`config.mk`:
```
export PLATFORM = sky130hd
export DESIGN_NAME = pattern_seq_ctrl_flat
export DESIGN_NICKNAME = d
export VERILOG_FILES = /design/src/rtl/pattern_seq_pkg.sv /design/src/rtl/pattern_seq_ctrl_if.sv /design/src/rtl/pattern_seq_ctrl.sv /design/src/flat_wrapper.sv
export SDC_FILE = /design/constraint.sdc
export NUM_CORES = 1
export LEC_CHECK = 0
export CORE_MARGIN = 10
export CORE_UTILIZATION = 43
export DETAILED_ROUTE_END_ITERATION = 10
export HOLD_SLACK_MARGIN = 0.12
export PLACE_DENSITY = 0.72
export SYNTH_ARGS = -nofsm -noshare
export SYNTH_HDL_FRONTEND = slang
export SYNTH_SLANG_ARGS = --single-unit
```
`constraint.sdc`:
```
create_clock -name clk1 -period 3.9 [get_ports clk1]
set_clock_uncertainty 0.15 [all_clocks]
set_input_delay 0.585 -clock clk1 [delete_from_list [all_inputs] [get_ports clk1]]
set_output_delay 0.585 -clock clk1 [all_outputs]
set_load 0.02 [all_outputs]
```
`src/rtl/pattern_seq_pkg.sv`:
```
// Shared constants and types for the pattern sequencer controller.
// Holds the FSM encodings, status word layout and default datapath sizes.
package pattern_seq_pkg;

  localparam int unsigned ADDR_W_DEF      = 10;
  localparam int unsigned DATA_W_DEF      = 16;
  localparam int unsigned BLOCK_WORDS_DEF = 256;
  localparam int unsigned REP_W           = 16;
  localparam int unsigned STATUS_W        = 16;
  localparam int unsigned LCNT_W          = 11;

  localparam logic [1:0] S_IDLE     = 2'd0;
  localparam logic [1:0] S_LOAD     = 2'd1;
  localparam logic [1:0] S_PREFETCH = 2'd2;
  localparam logic [1:0] S_RUN      = 2'd3;

  localparam int unsigned STAT_BUSY     = 0;
  localparam int unsigned STAT_LOADED   = 1;
  localparam int unsigned STAT_OVF      = 2;
  localparam int unsigned STAT_COL      = 3;
  localparam int unsigned STAT_EMPTY    = 4;
  localparam int unsigned STAT_CNT_LSB  = 5;

  // Status WireOut payload, MSB first.
  typedef struct packed {
    logic [LCNT_W-1:0] load_count;
    logic              empty_start;
    logic              collision;
    logic              overflow;
    logic              loaded;
    logic              busy;
  } status_t;

endpackage

```
`src/rtl/pattern_seq_ctrl_if.sv`:
```
// Single-port pattern RAM bus between the sequencer controller and the RAM.
interface pattern_seq_ctrl_if
  import pattern_seq_pkg::*;
#(
  parameter int unsigned ADDR_W = ADDR_W_DEF,
  parameter int unsigned DATA_W = DATA_W_DEF
);
  logic              ram_we;
  logic [ADDR_W-1:0] ram_addr;
  logic [DATA_W-1:0] ram_wdata;
  logic [DATA_W-1:0] ram_rdata;

  modport master (output ram_we, output ram_addr, output ram_wdata, input ram_rdata);
  modport slave  (input ram_we, input ram_addr, input ram_wdata, output ram_rdata);
endinterface

```
`src/rtl/pattern_seq_ctrl.sv`:
```
// Pattern sequencer controller: loads PipeIn words into RAM, replays them
// cfg_repeat times under TriggerIn control, and owns the single RAM port.
module pattern_seq_ctrl
  import pattern_seq_pkg::*;
#(
  parameter int unsigned ADDR_W      = ADDR_W_DEF,
  parameter int unsigned DATA_W      = DATA_W_DEF,
  parameter int unsigned BLOCK_WORDS = BLOCK_WORDS_DEF
) (
  input  logic                  clk1,
  input  logic                  rst_n,
  input  logic [ADDR_W-1:0]     cfg_len,
  input  logic [REP_W-1:0]      cfg_repeat,
  input  logic                  trig_start,
  input  logic                  trig_stop,
  input  logic                  trig_load,
  input  logic                  pipe_write,
  input  logic [DATA_W-1:0]     pipe_data,
  output logic                  pipe_ready,
  pattern_seq_ctrl_if.master    ram,
  output logic [DATA_W-1:0]     pat_out,
  output logic                  pat_valid,
  output logic                  done_pulse,
  output logic [STATUS_W-1:0]   status
);
  localparam int unsigned DEPTH = 1 << ADDR_W;
  localparam int unsigned CNT_W = ADDR_W + 1;

  logic [1:0]        state, state_n;
  logic [CNT_W-1:0]  wr_ptr, wr_ptr_n, lc_m1, free_n;
  logic [ADDR_W-1:0] rd_ptr, rd_ptr_n, len_q, len_n;
  logic [REP_W-1:0]  rep_q, rep_n, pass_q, pass_n;
  logic              issue_done_q, issue_done_n;
  logic              last_q, last_n;
  logic              ovf_q, ovf_n, col_q, col_n, empty_q, empty_n;
  logic              we_c;
  logic              pat_valid_n, done_n, pipe_ready_n;
  logic [DATA_W-1:0] pat_out_n;
  status_t           status_n;

  // State register and all registered outputs.
  always_ff @(posedge clk1 or negedge rst_n) begin
    if (!rst_n) begin
      state        <= S_IDLE;
      wr_ptr       <= '0;
      rd_ptr       <= '0;
      len_q        <= '0;
      rep_q        <= '0;
      pass_q       <= '0;
      issue_done_q <= 1'b0;
      last_q       <= 1'b0;
      ovf_q        <= 1'b0;
      col_q        <= 1'b0;
      empty_q      <= 1'b0;
      pat_out      <= '0;
      pat_valid    <= 1'b0;
      done_pulse   <= 1'b0;
      pipe_ready   <= 1'b0;
      status       <= '0;
    end else begin
      state        <= state_n;
      wr_ptr       <= wr_ptr_n;
      rd_ptr       <= rd_ptr_n;
      len_q        <= len_n;
      rep_q        <= rep_n;
      pass_q       <= pass_n;
      issue_done_q <= issue_done_n;
      last_q       <= last_n;
      ovf_q        <= ovf_n;
      col_q        <= col_n;
      empty_q      <= empty_n;
      pat_out      <= pat_out_n;
      pat_valid    <= pat_valid_n;
      done_pulse   <= done_n;
      pipe_ready   <= pipe_ready_n;
      status       <= status_n;
    end
  end

  // Next-state, pointer, flag and output logic.
  always_comb begin
    state_n      = state;
    wr_ptr_n     = wr_ptr;
    rd_ptr_n     = rd_ptr;
    len_n        = len_q;
    rep_n        = rep_q;
    pass_n       = pass_q;
    issue_done_n = issue_done_q;
    last_n       = 1'b0;
    ovf_n        = ovf_q;
    col_n        = col_q;
    empty_n      = empty_q;
    we_c         = 1'b0;
    done_n       = last_q;
    lc_m1        = wr_ptr - CNT_W'(1);

    case (state)
      S_IDLE, S_LOAD: begin
        if (trig_load) begin
          state_n  = S_IDLE;
          wr_ptr_n = '0;
          ovf_n    = 1'b0;
          col_n    = 1'b0;
          empty_n  = 1'b0;
        end else begin
          if (pipe_write) begin
            state_n = S_LOAD;
            if (wr_ptr == CNT_W'(DEPTH)) begin
              ovf_n = 1'b1;
            end else begin
              we_c     = 1'b1;
              wr_ptr_n = wr_ptr + CNT_W'(1);
            end
          end
          // A simultaneous stop cancels the start.
          if (trig_start && !trig_stop) begin
            if (wr_ptr == '0) begin
              empty_n = 1'b1;
            end else begin
              state_n      = S_PREFETCH;
              len_n        = (CNT_W'(cfg_len) < lc_m1) ? cfg_len : ADDR_W'(lc_m1);
              rep_n        = cfg_repeat;
              rd_ptr_n     = '0;
              pass_n       = REP_W'(1);
              issue_done_n = 1'b0;
            end
          end
        end
      end
      default: begin
        if (pipe_write) col_n = 1'b1;
        if (trig_stop) begin
          state_n = S_IDLE;
          done_n  = 1'b1;
        end else if (issue_done_q) begin
          // Final read is in flight; its word reaches pat_out on this edge.
          state_n = S_IDLE;
          last_n  = 1'b1;
        end else begin
          state_n = S_RUN;
          if (rd_ptr == len_q) begin
            rd_ptr_n = '0;
            if (rep_q != '0 && pass_q == rep_q) issue_done_n = 1'b1;
            else                                pass_n       = pass_q + REP_W'(1);
          end else begin
            rd_ptr_n = rd_ptr + ADDR_W'(1);
          end
        end
      end
    endcase

    pat_valid_n  = (state == S_RUN) && !trig_stop;
    pat_out_n    = pat_valid_n ? ram.ram_rdata : pat_out;
    free_n       = CNT_W'(DEPTH) - wr_ptr_n;
    pipe_ready_n = ((state_n == S_IDLE) || (state_n == S_LOAD)) &&
                   (free_n >= CNT_W'(BLOCK_WORDS));

    status_n.busy        = (state_n == S_PREFETCH) || (state_n == S_RUN);
    status_n.loaded      = (wr_ptr_n != '0);
    status_n.overflow    = ovf_n;
    status_n.collision   = col_n;
    status_n.empty_start = empty_n;
    status_n.load_count  = LCNT_W'(wr_ptr_n);
  end

  // Loader owns the RAM port only on the cycle it writes.
  assign ram.ram_we    = we_c;
  assign ram.ram_addr  = we_c ? ADDR_W'(wr_ptr) : rd_ptr;
  assign ram.ram_wdata = we_c ? pipe_data : '0;

endmodule
```
`src/flat_wrapper.sv`:
```
// flat-port wrapper written by rule: the top's interface ports become plain ports
module pattern_seq_ctrl_flat import pattern_seq_pkg::*;
#(
  parameter int unsigned ADDR_W      = ADDR_W_DEF,
  parameter int unsigned DATA_W      = DATA_W_DEF,
  parameter int unsigned BLOCK_WORDS = BLOCK_WORDS_DEF
)
  (clk1, rst_n, cfg_len, cfg_repeat, trig_start, trig_stop, trig_load, pipe_write, pipe_data, pipe_ready, pat_out, pat_valid, done_pulse, status, ram_ram_we, ram_ram_addr, ram_ram_wdata, ram_ram_rdata);
  pattern_seq_ctrl_if #(.ADDR_W(ADDR_W), .DATA_W(DATA_W)) ram_i ();
  input  logic clk1;
  input  logic rst_n;
  input  logic [ADDR_W-1:0] cfg_len;
  input  logic [REP_W-1:0] cfg_repeat;
  input  logic trig_start;
  input  logic trig_stop;
  input  logic trig_load;
  input  logic pipe_write;
  input  logic [DATA_W-1:0] pipe_data;
  output logic pipe_ready;
  output logic [DATA_W-1:0] pat_out;
  output logic pat_valid;
  output logic done_pulse;
  output logic [STATUS_W-1:0] status;
  output wire logic [$bits(ram_i.ram_we)-1:0] ram_ram_we;
  output wire logic [$bits(ram_i.ram_addr)-1:0] ram_ram_addr;
  output wire logic [$bits(ram_i.ram_wdata)-1:0] ram_ram_wdata;
  input wire logic [$bits(ram_i.ram_rdata)-1:0] ram_ram_rdata;
  assign ram_ram_we = ram_i.ram_we;
  assign ram_ram_addr = ram_i.ram_addr;
  assign ram_ram_wdata = ram_i.ram_wdata;
  assign ram_i.ram_rdata = ram_ram_rdata;
  pattern_seq_ctrl #(.ADDR_W(ADDR_W), .DATA_W(DATA_W), .BLOCK_WORDS(BLOCK_WORDS)) u_core (.clk1(clk1), .rst_n(rst_n), .cfg_len(cfg_len), .cfg_repeat(cfg_repeat), .trig_start(trig_start), .trig_stop(trig_stop), .trig_load(trig_load), .pipe_write(pipe_write), .pipe_data(pipe_data), .pipe_ready(pipe_ready), .ram(ram_i), .pat_out(pat_out), .pat_valid(pat_valid), .done_pulse(done_pulse), .status(status));
endmodule
```
==> summary.md, run 1 <==
| Metric | Value |
|---|---|
| Synthesized area | `5244 µm²` |
| Slew @ Worst Pin | `1.033 ns` |
| Antenna Violating Nets Remaining | `0` |
| Number of flops mapped to enable cells by yosys | `0` |
| CP Launch Type | `flop` |
| Drt first pass iters | `4` |
| Synthesis Warnings | `0` |
| Leak Pwr | `3.346 nW` |
| Pwr Density | `520.1 nW/µm²` |
| TritonCTS Buffers | `9` |
| Worst Hold Class | `input pin to async pin` |
| Post-synth top area share | `43.43%` |
| Synth cell types | `58` |
| H-tree Lvls | `3` |
| Number of buffers added on ports | `125` |
| Sw frac | `34.40%` |
| Max Fanout on Critical Path | `21` |
| Initial core utilization | `43.84%` |
| Initial antenna violation count | `0` |
| First-pass GRT wire length | `22680 µm` |
| Final Hold Fails | `0` |
| Chip height | `130.4 µm` |
| Routed WL | `14270 µm` |
| TritonCTS clock tree | `yes` |
| Die Wd | `130.4 µm` |
| Synth area leaders | `dfrtp_1 43%, nand2_1 6.7%, xnor2_1 6.0%` |
| Most frequent cells in the layout | `109 x clkdlybuf4s50_1, 93 x nand2_1, 91 x dfrtp_1` |
| Setup Fix Bufs, Post-CTS | `0` |
| Core area | `11960 µm²` |
| Area leader, netlist | `dfrtp_1` |
| Dpl hpwl | `10860 µm` |
| Worst-path cell chain | `inv_1 -> ha_1 -> or4b_4 -> o31a_1 -> nor2b_2 -> buf_4 -> and2_1 -> clkdlybuf4s50_1` |
| Slew Limit Fails | `0` |
| Xor/xnor share of the synthesized area | `8.518%` |
| GRT Total Usage | `16.59%` |
| Compound-Gate Fraction of Synth Area | `10.71%` |
| Setup Crit Path Kind | `flop to primary output` |
| P_int | `0.002393 W` |
| Delay-heaviest family, CP | `simple AND/OR/NAND/NOR gates` |
| Final cycle utilization of the critical path | `97.11%` |
| Fraction of layout cells with a size suffix above 1 | `11.71%` |
| Final min period | `3.787 ns` |
| # diodes | `0` |
| Critical path arrival | `3.05 ns` |
| Routability congestion estimate from global placement | `0.9015` |
| Worst skew pair latency | `0.33 ns` |
| Placed insts | `814` |
| Flops & latches, synth | `91` |
| CTS max path bufs | `2` |
| Iteration-0 DRC Markers | `264` |
| Routed wl met2 | `6628 µm` |
| Row Count | `40` |
| Post-synthesis sequential area ratio | `43.43%` |
| Clk pwr share | `26.2%` |
| Largest family of logic cells by synthesized area | `simple AND/OR/NAND/NOR gates` |
| Commonest non-fill, non-tap cell in the layout | `clkdlybuf4s50_1` |
| Clock sinks | `91` |
| IO Pins | `126` |
| Worst path slowest cell | `or4b_4` |
| Metal3 WL | `1075 µm` |
| FMAX | `0.2640 GHz` |
| Final setup vio count | `0` |
| Post-synth top flop | `dfrtp_1` |
| Final core occ | `58.63%` |
| Worst vdd ir | `0.2748 mV` |
| Comb pwr share | `35.0%` |
| Switching power | `0.001255 W` |
| Outcome | `completed` |
| Max_cap viols | `0` |
| Die area | `17010 µm²` |
| Vias in the first global route | `4553` |
| CTS Root Cell | `clkbuf_16` |
| Mux contribution to synthesized area | `6.371%` |
| Buf+Inv Stages, Crit Path | `3` |
| DR vias | `4431` |
| Drt wl/cell | `17.19 µm` |
| Fin cells | `830` |
| Slew Limit Headroom | `31.16%` |
| Vias per inst | `5.339` |
| Post-CTS sizing | `4` |
| Post-Synthesis Cells | `552` |
| Area grow syn2layout | `33.74%` |
| Post-Synth Simple-Gate Area | `23.67%` |
| CP Capture Type | `primary output` |
| Adder-cell share of the synthesized area | `3.102%` |
| Uppermost layer routed | `met4` |
| Asr flop ratio synth | `100.0%` |
| Drc violations | `0` |
| Hold Buf Count CTS | `0` |
| Sequential group share of total power | `38.8%` |
| Worst EP required | `3.16 ns` |
| Met1 Wirelength | `6226 µm` |
| Clk slew on worst S/H paths | `0.07 ns` |
| Post-Syn Nets | `629` |
| Nets | `755` |
| Crit path largest cell delay | `0.53 ns` |
| Largest net degree at the start of global routing | `83` |
| Mean post-synth cell area | `9.500 µm²` |
| GR Overflow Total | `0` |
==> state kept, by name, indices dropped and copies added (netlist names), 2 cells and up <==
| register | flops |
|---|---|
| u_core.len_q | 10 |
| u_core.pass_q | 16 |
| u_core.pat_out | 16 |
| u_core.rd_ptr | 10 |
| u_core.rep_q | 16 |
| u_core.state | 2 |
| u_core.status | 16 |
==> worst paths after layout <==
path	slack, ns	startpoint	cells after the start	endpoint
max	0.11	u_core.status[6]	8	ram_ram_wdata[0]
min	0.23	rst_n	1	u_core.rep_q[15]
max reg2reg	0.38	u_core.status[5]	12	u_core.len_q[8]
min reg2reg	0.29	u_core.last_q	1	u_core.done_pulse
max in group asynchronous	2.62	rst_n	2	u_core.rd_ptr[4]
min in group clk1	0.29	u_core.last_q	1	u_core.done_pulse
==> cell type report <==
type / count / area, µm²
fillers: 1048 / 4949
multi-input cells: 418 / 2751
clock inverters: 7 / 105.1
flip-flops and latches: 91 / 2277
clock buffers: 9 / 225.2
inverters: 13 / 48.80
repair buffers: 145 / 1421
well taps: 147 / 183.9
==> per-layer routing <==
layer | global-route usage (%) | up-vias
met5 | 0 | -
met4 | 7.129 | 0
met3 | 4.069 | 26
met2 | 26.60 | 172
met1 | 20.92 | 2094
li1 | - | 2139
==> cells in the mapped netlist, drive strengths merged (10+ instances only) <==
| cell | n |
|---|---|
| clkbuf | 13 |
| inv | 13 |
| dfrtp | 91 |
| o21ai | 28 |
| a21oi | 10 |
| xnor2 | 36 |
| nor2 | 46 |
| and3 | 12 |
| nand3 | 22 |
| and2 | 19 |
| nand2 | 94 |
| buf | 17 |
| nand4 | 11 |
| xor2 | 15 |
| mux2 | 26 |
| a21o | 13 |
| ha | 13 |
==> worst reg2reg max path, cell delays in order (launching register included) <==
cell	delay (ns)
dfrtp_1	0.42
or2_2	0.31
or3_1	0.36
nor2_1	0.13
xnor2_1	0.14
ha_1	0.34
nand4_1	0.11
a21oi_1	0.17
o2111ai_1	0.21
a211oi_4	0.50
buf_4	0.26
nor2_1	0.06
o31ai_2	0.25
==> cell families after synthesis <==
kind of cell,Yosys count
compound gates,79
xor+xnor,51
fa+ha+maj,13
buf+inv,43
flops,91
mux,29
simple gates,246
==> power groups by stage <==
stage               Sequential, W  Combinational (W)  Clock (W)
CTS                       0.00142            0.00129   0.000974
detailed placement        0.00143            0.00129          0
global placement          0.00142            0.00125          0
global route              0.00145            0.00141    0.00101
floorplan                 0.00149           0.000696          0
finish                    0.00142            0.00128   0.000955
==> per-stage QoR <==
stage / setup slack [ns] / TNS [ns] / area, µm² / hold WS [ns] / power (W)
5_1_grt: -0.003183 / -0.003928 / 7013 / 0.3114 / 0.003874
4_1_cts: 0.03059 / 0 / 6985 / 0.2930 / 0.003684
6_report: 0.1127 / 0 / 7013 / 0.2324 / 0.003648
2_1_floorplan: 0.6214 / 0 / 5244 / 0.1394 / 0.002191
3_3_place_gp: 0.3706 / 0 / 6660 / 0.2752 / 0.002671
3_5_place_dp: 0.3205 / 0 / 6660 / 0.2759 / 0.002720
Note: power is estimated with default switching activity, not from simulation.
==> inputs of run 2 (changes only) <==
CAP_MARGIN = 0   (was unset)
SLEW_MARGIN = 10   (was unset)
==> results of run 2 <==
Same layout as run 1: the final DEF is identical, and so are final timing and power.
==> inputs of run 3 (changes only) <==
==> constraint.sdc (replaced) <==
create_clock -name clk1 -period 3.6 [get_ports clk1]
set_clock_uncertainty 0.15 [all_clocks]
set_input_delay 0.9 -clock clk1 [delete_from_list [all_inputs] [get_ports clk1]]
set_output_delay 0.9 -clock clk1 [all_outputs]
set_load 0.02 [all_outputs]
==> run 3 against run 2 <==
Against the previous run:
- critical path depth stayed put
- routed wire length is 3.3% higher
- critical path type unchanged
- sequential share of layout area is 0.29 points lower
- non-clock buffer count is 19 higher
- via count is 2.2% higher
- register-to-register slack worse by 0.27 ns
- flip-flop and latch count stayed put
- hold slack better by 0.055 ns
- first-iteration DRC count is 6.1% higher
==> summary.md, run 3 (synthesis results as in run 1) <==
| Metric | Value |
|---|---|
| Commonest non-fill, non-tap cell in the layout | `clkdlybuf4s50_1 (unchanged)` |
| Worst EP required | `2.55 ns (was 3.16 ns)` |
| Core area | `11960 µm² (unchanged)` |
| Chip height | `130.4 µm (unchanged)` |
| Hold Path End | `u_core.done_pulse` |
| Routed WL | `14750 µm (was 14270 µm)` |
| First-pass GRT wire length | `23760 µm (was 22680 µm)` |
| Drt wl/cell | `17.37 µm (was 17.19 µm)` |
| IO Pins | `126 (unchanged)` |
| Pwr Density | `555.9 nW/µm² (was 520.1 nW/µm²)` |
| Number of buffers added on ports | `125 (unchanged)` |
| CTS Root Cell | `clkbuf_16 (unchanged)` |
| FF-to-FF End | `u_core.len_q[7] (was u_core.len_q[8])` |
| TritonCTS Buffers | `9 (unchanged)` |
| Max_cap viols | `0 (unchanged)` |
| Largest net degree at the start of global routing | `54 (was 83)` |
| Worst R2R Path Depth | `13 (was 12)` |
| Final setup vio count | `0 (unchanged)` |
| Dpl hpwl | `11370 µm (was 10860 µm)` |
| Setup ws final | `0.1002 ns (was 0.1127 ns)` |
| Row Count | `40 (unchanged)` |
| Worst skew pair latency | `0.34 ns (was 0.33 ns)` |
| Crit path largest cell delay | `0.46 ns (was 0.53 ns)` |
| Filler cells | `1027 (was 1048)` |
| Design Area, Final | `7076 µm² (was 7013 µm²)` |
| Clk slew on worst S/H paths | `0.07 ns (about the same)` |
| Hold Path Depth | `1` |
| Outcome | `completed (unchanged)` |
| Vias per inst | `5.333 (was 5.339)` |
| TritonCTS clock tree | `yes (unchanged)` |
| Die area | `17010 µm² (unchanged)` |
| CTS max path bufs | `2 (unchanged)` |
| Final cycle utilization of the critical path | `97.22%` |
| Area grow syn2layout | `34.93% (was 33.74%)` |
| Clock sinks | `91 (unchanged)` |
| Slew Limit Fails | `0 (unchanged)` |
| Drt first pass iters | `4 (unchanged)` |
| Initial core utilization | `43.84% (unchanged)` |
| Setup Crit Path Kind | `flop to primary output (unchanged)` |
| Iteration-0 DRC Markers | `280 (was 264)` |
| Leak Pwr | `3.293 nW (was 3.346 nW)` |
| Worst vdd ir | `0.3341 mV (was 0.2748 mV)` |
| Drc violations | `0 (unchanged)` |
| Hold_sp | `u_core.last_q` |
| Slew @ Worst Pin | `0.8606 ns (was 1.033 ns)` |
| GRT Total Usage | `17.25% (was 16.59%)` |
| Worst path slowest cell | `or4b_4 (unchanged)` |
| Worst Hold Class | `flop to flop (was input pin to async pin)` |
| Final min period | `3.500 ns` |
| Most frequent cells in the layout | `96 x clkdlybuf4s50_1, 93 x nand2_1, 91 x dfrtp_1 (was 109 x clkdlybuf4s50_1, 93 x nand2_1, 91 x dfrtp_1)` |
| Final Hold Fails | `0 (unchanged)` |
| Die Wd | `130.4 µm (unchanged)` |
| Max Fanout on Critical Path | `5 (was 21)` |
| DP Area | `6798 µm² (was 6660 µm²)` |
| Slew Limit Headroom | `41.90% (was 31.16%)` |
| Initial antenna violation count | `0 (unchanged)` |
| CP Capture Type | `primary output (unchanged)` |
| CP Launch Type | `flop (unchanged)` |
| DR vias | `4528 (was 4431)` |
| Vias in the first global route | `4760 (was 4553)` |
| Worst-path cell chain | `inv_1 -> ha_2 -> or4b_4 -> o31a_1 -> nor2b_4 -> buf_6 -> mux2_4 -> buf_2 (was inv_1 -> ha_1 -> or4b_4 -> o31a_1 -> nor2b_2 -> buf_4 -> and2_1 -> clkdlybuf4s50_1)` |
| GR Overflow Total | `0 (unchanged)` |
| # diodes | `0 (unchanged)` |
| H-tree Lvls | `3 (unchanged)` |
| Critical path arrival | `2.45 ns (was 3.05 ns)` |
| DP Worst Slack | `-0.4646 ns (was 0.3205 ns)` |
| Flop2flop setup slack | `0.11 ns (was 0.38 ns)` |
| Fraction of layout cells with a size suffix above 1 | `17.38% (was 11.71%)` |
| Antenna Violating Nets Remaining | `0 (unchanged)` |
| FF-to-FF Start | `u_core.status[5] (unchanged)` |
| Routability congestion estimate from global placement | `0.8720 (was 0.9015)` |
| Nets | `774 (was 755)` |
| FMAX | `0.2857 GHz` |
==> run 3: layer usage <==
layer | wire length (µm) | GRT usage [%] | vias up
met5 | 0 | 0 | -
met4 | 214 | 3.924 | 0
met3 | 1046 | 3.908 | 19
met2 | 7054 | 29.77 | 152
met1 | 6433 | 21.50 | 2177
li1 | - | - | 2180
==> run 3: cell type report <==
cell class	instances	area, µm²	share of cell area (%)
multi-input combinational	418	2784	39.35
sequential	91	2277	32.18
inverter	13	48.80	0.6897
clock buffer	10	239.0	3.378
clock inverter	6	63.81	0.9019
timing repair buffer	164	1479	20.90
tap	147	183.9	2.599
==> run 3: worst max-delay path by stage <==
stage / slack [ns] / start / end
4_1_cts: -0.09 / pipe_write / ram_ram_addr[8]
6_report: 0.10 / u_core.status[5] / ram_ram_addr[8]
3_3_place_gp: -0.46 / pipe_write / ram_ram_addr[9]
3_5_place_dp: -0.46 / pipe_write / ram_ram_addr[9]
2_1_floorplan: 0.14 / u_core.status[5] / ram_ram_wdata[10]
5_1_grt: -0.02 / u_core.status[5] / u_core.len_q[7]
==> run 3: worst max-delay path, delay by kind of cell, from the launching register on <==
family | cells | cell delay [ns]
compound gates | 1 | 0.27
fa+ha+maj | 1 | 0.19
buf+inv | 3 | 0.37
simple gates | 2 | 0.61
flops | 1 | 0.38
mux | 1 | 0.28
==> run 3: metrics by stage <==
step                      std cells  setup TNS, ns  power [W]  utilization (%)  hold slack [ns]
after CTS                       846        -0.2650   0.003939            58.92           0.2958
after floorplan                 552              0   0.002374                -           0.2544
after global routing            849       -0.02159   0.004173            59.15           0.3311
final                           849              0   0.003933            59.15           0.2873
after global placement          829         -10.50   0.002924            56.83           0.2657
after detailed placement        829         -10.72   0.002985            56.83           0.2817
==> run 3: where the power goes <==
group,switching (W),total (W),internal (W)
Clock,0.000403,0.000960,0.000557
Combinational,0.000733,0.00145,0.000714
Sequential,0.000232,0.00153,0.00129
Total,0.00137,0.00393,0.00257
==> run 3: repair_timing <==
item,4_1_cts,5_1_grt
endpoints found under the setup margin,27,34
setup buffers,1,2
gates cloned,0,1
pin swaps,0,0
resized for setup,84,19
hold buffers,0,0
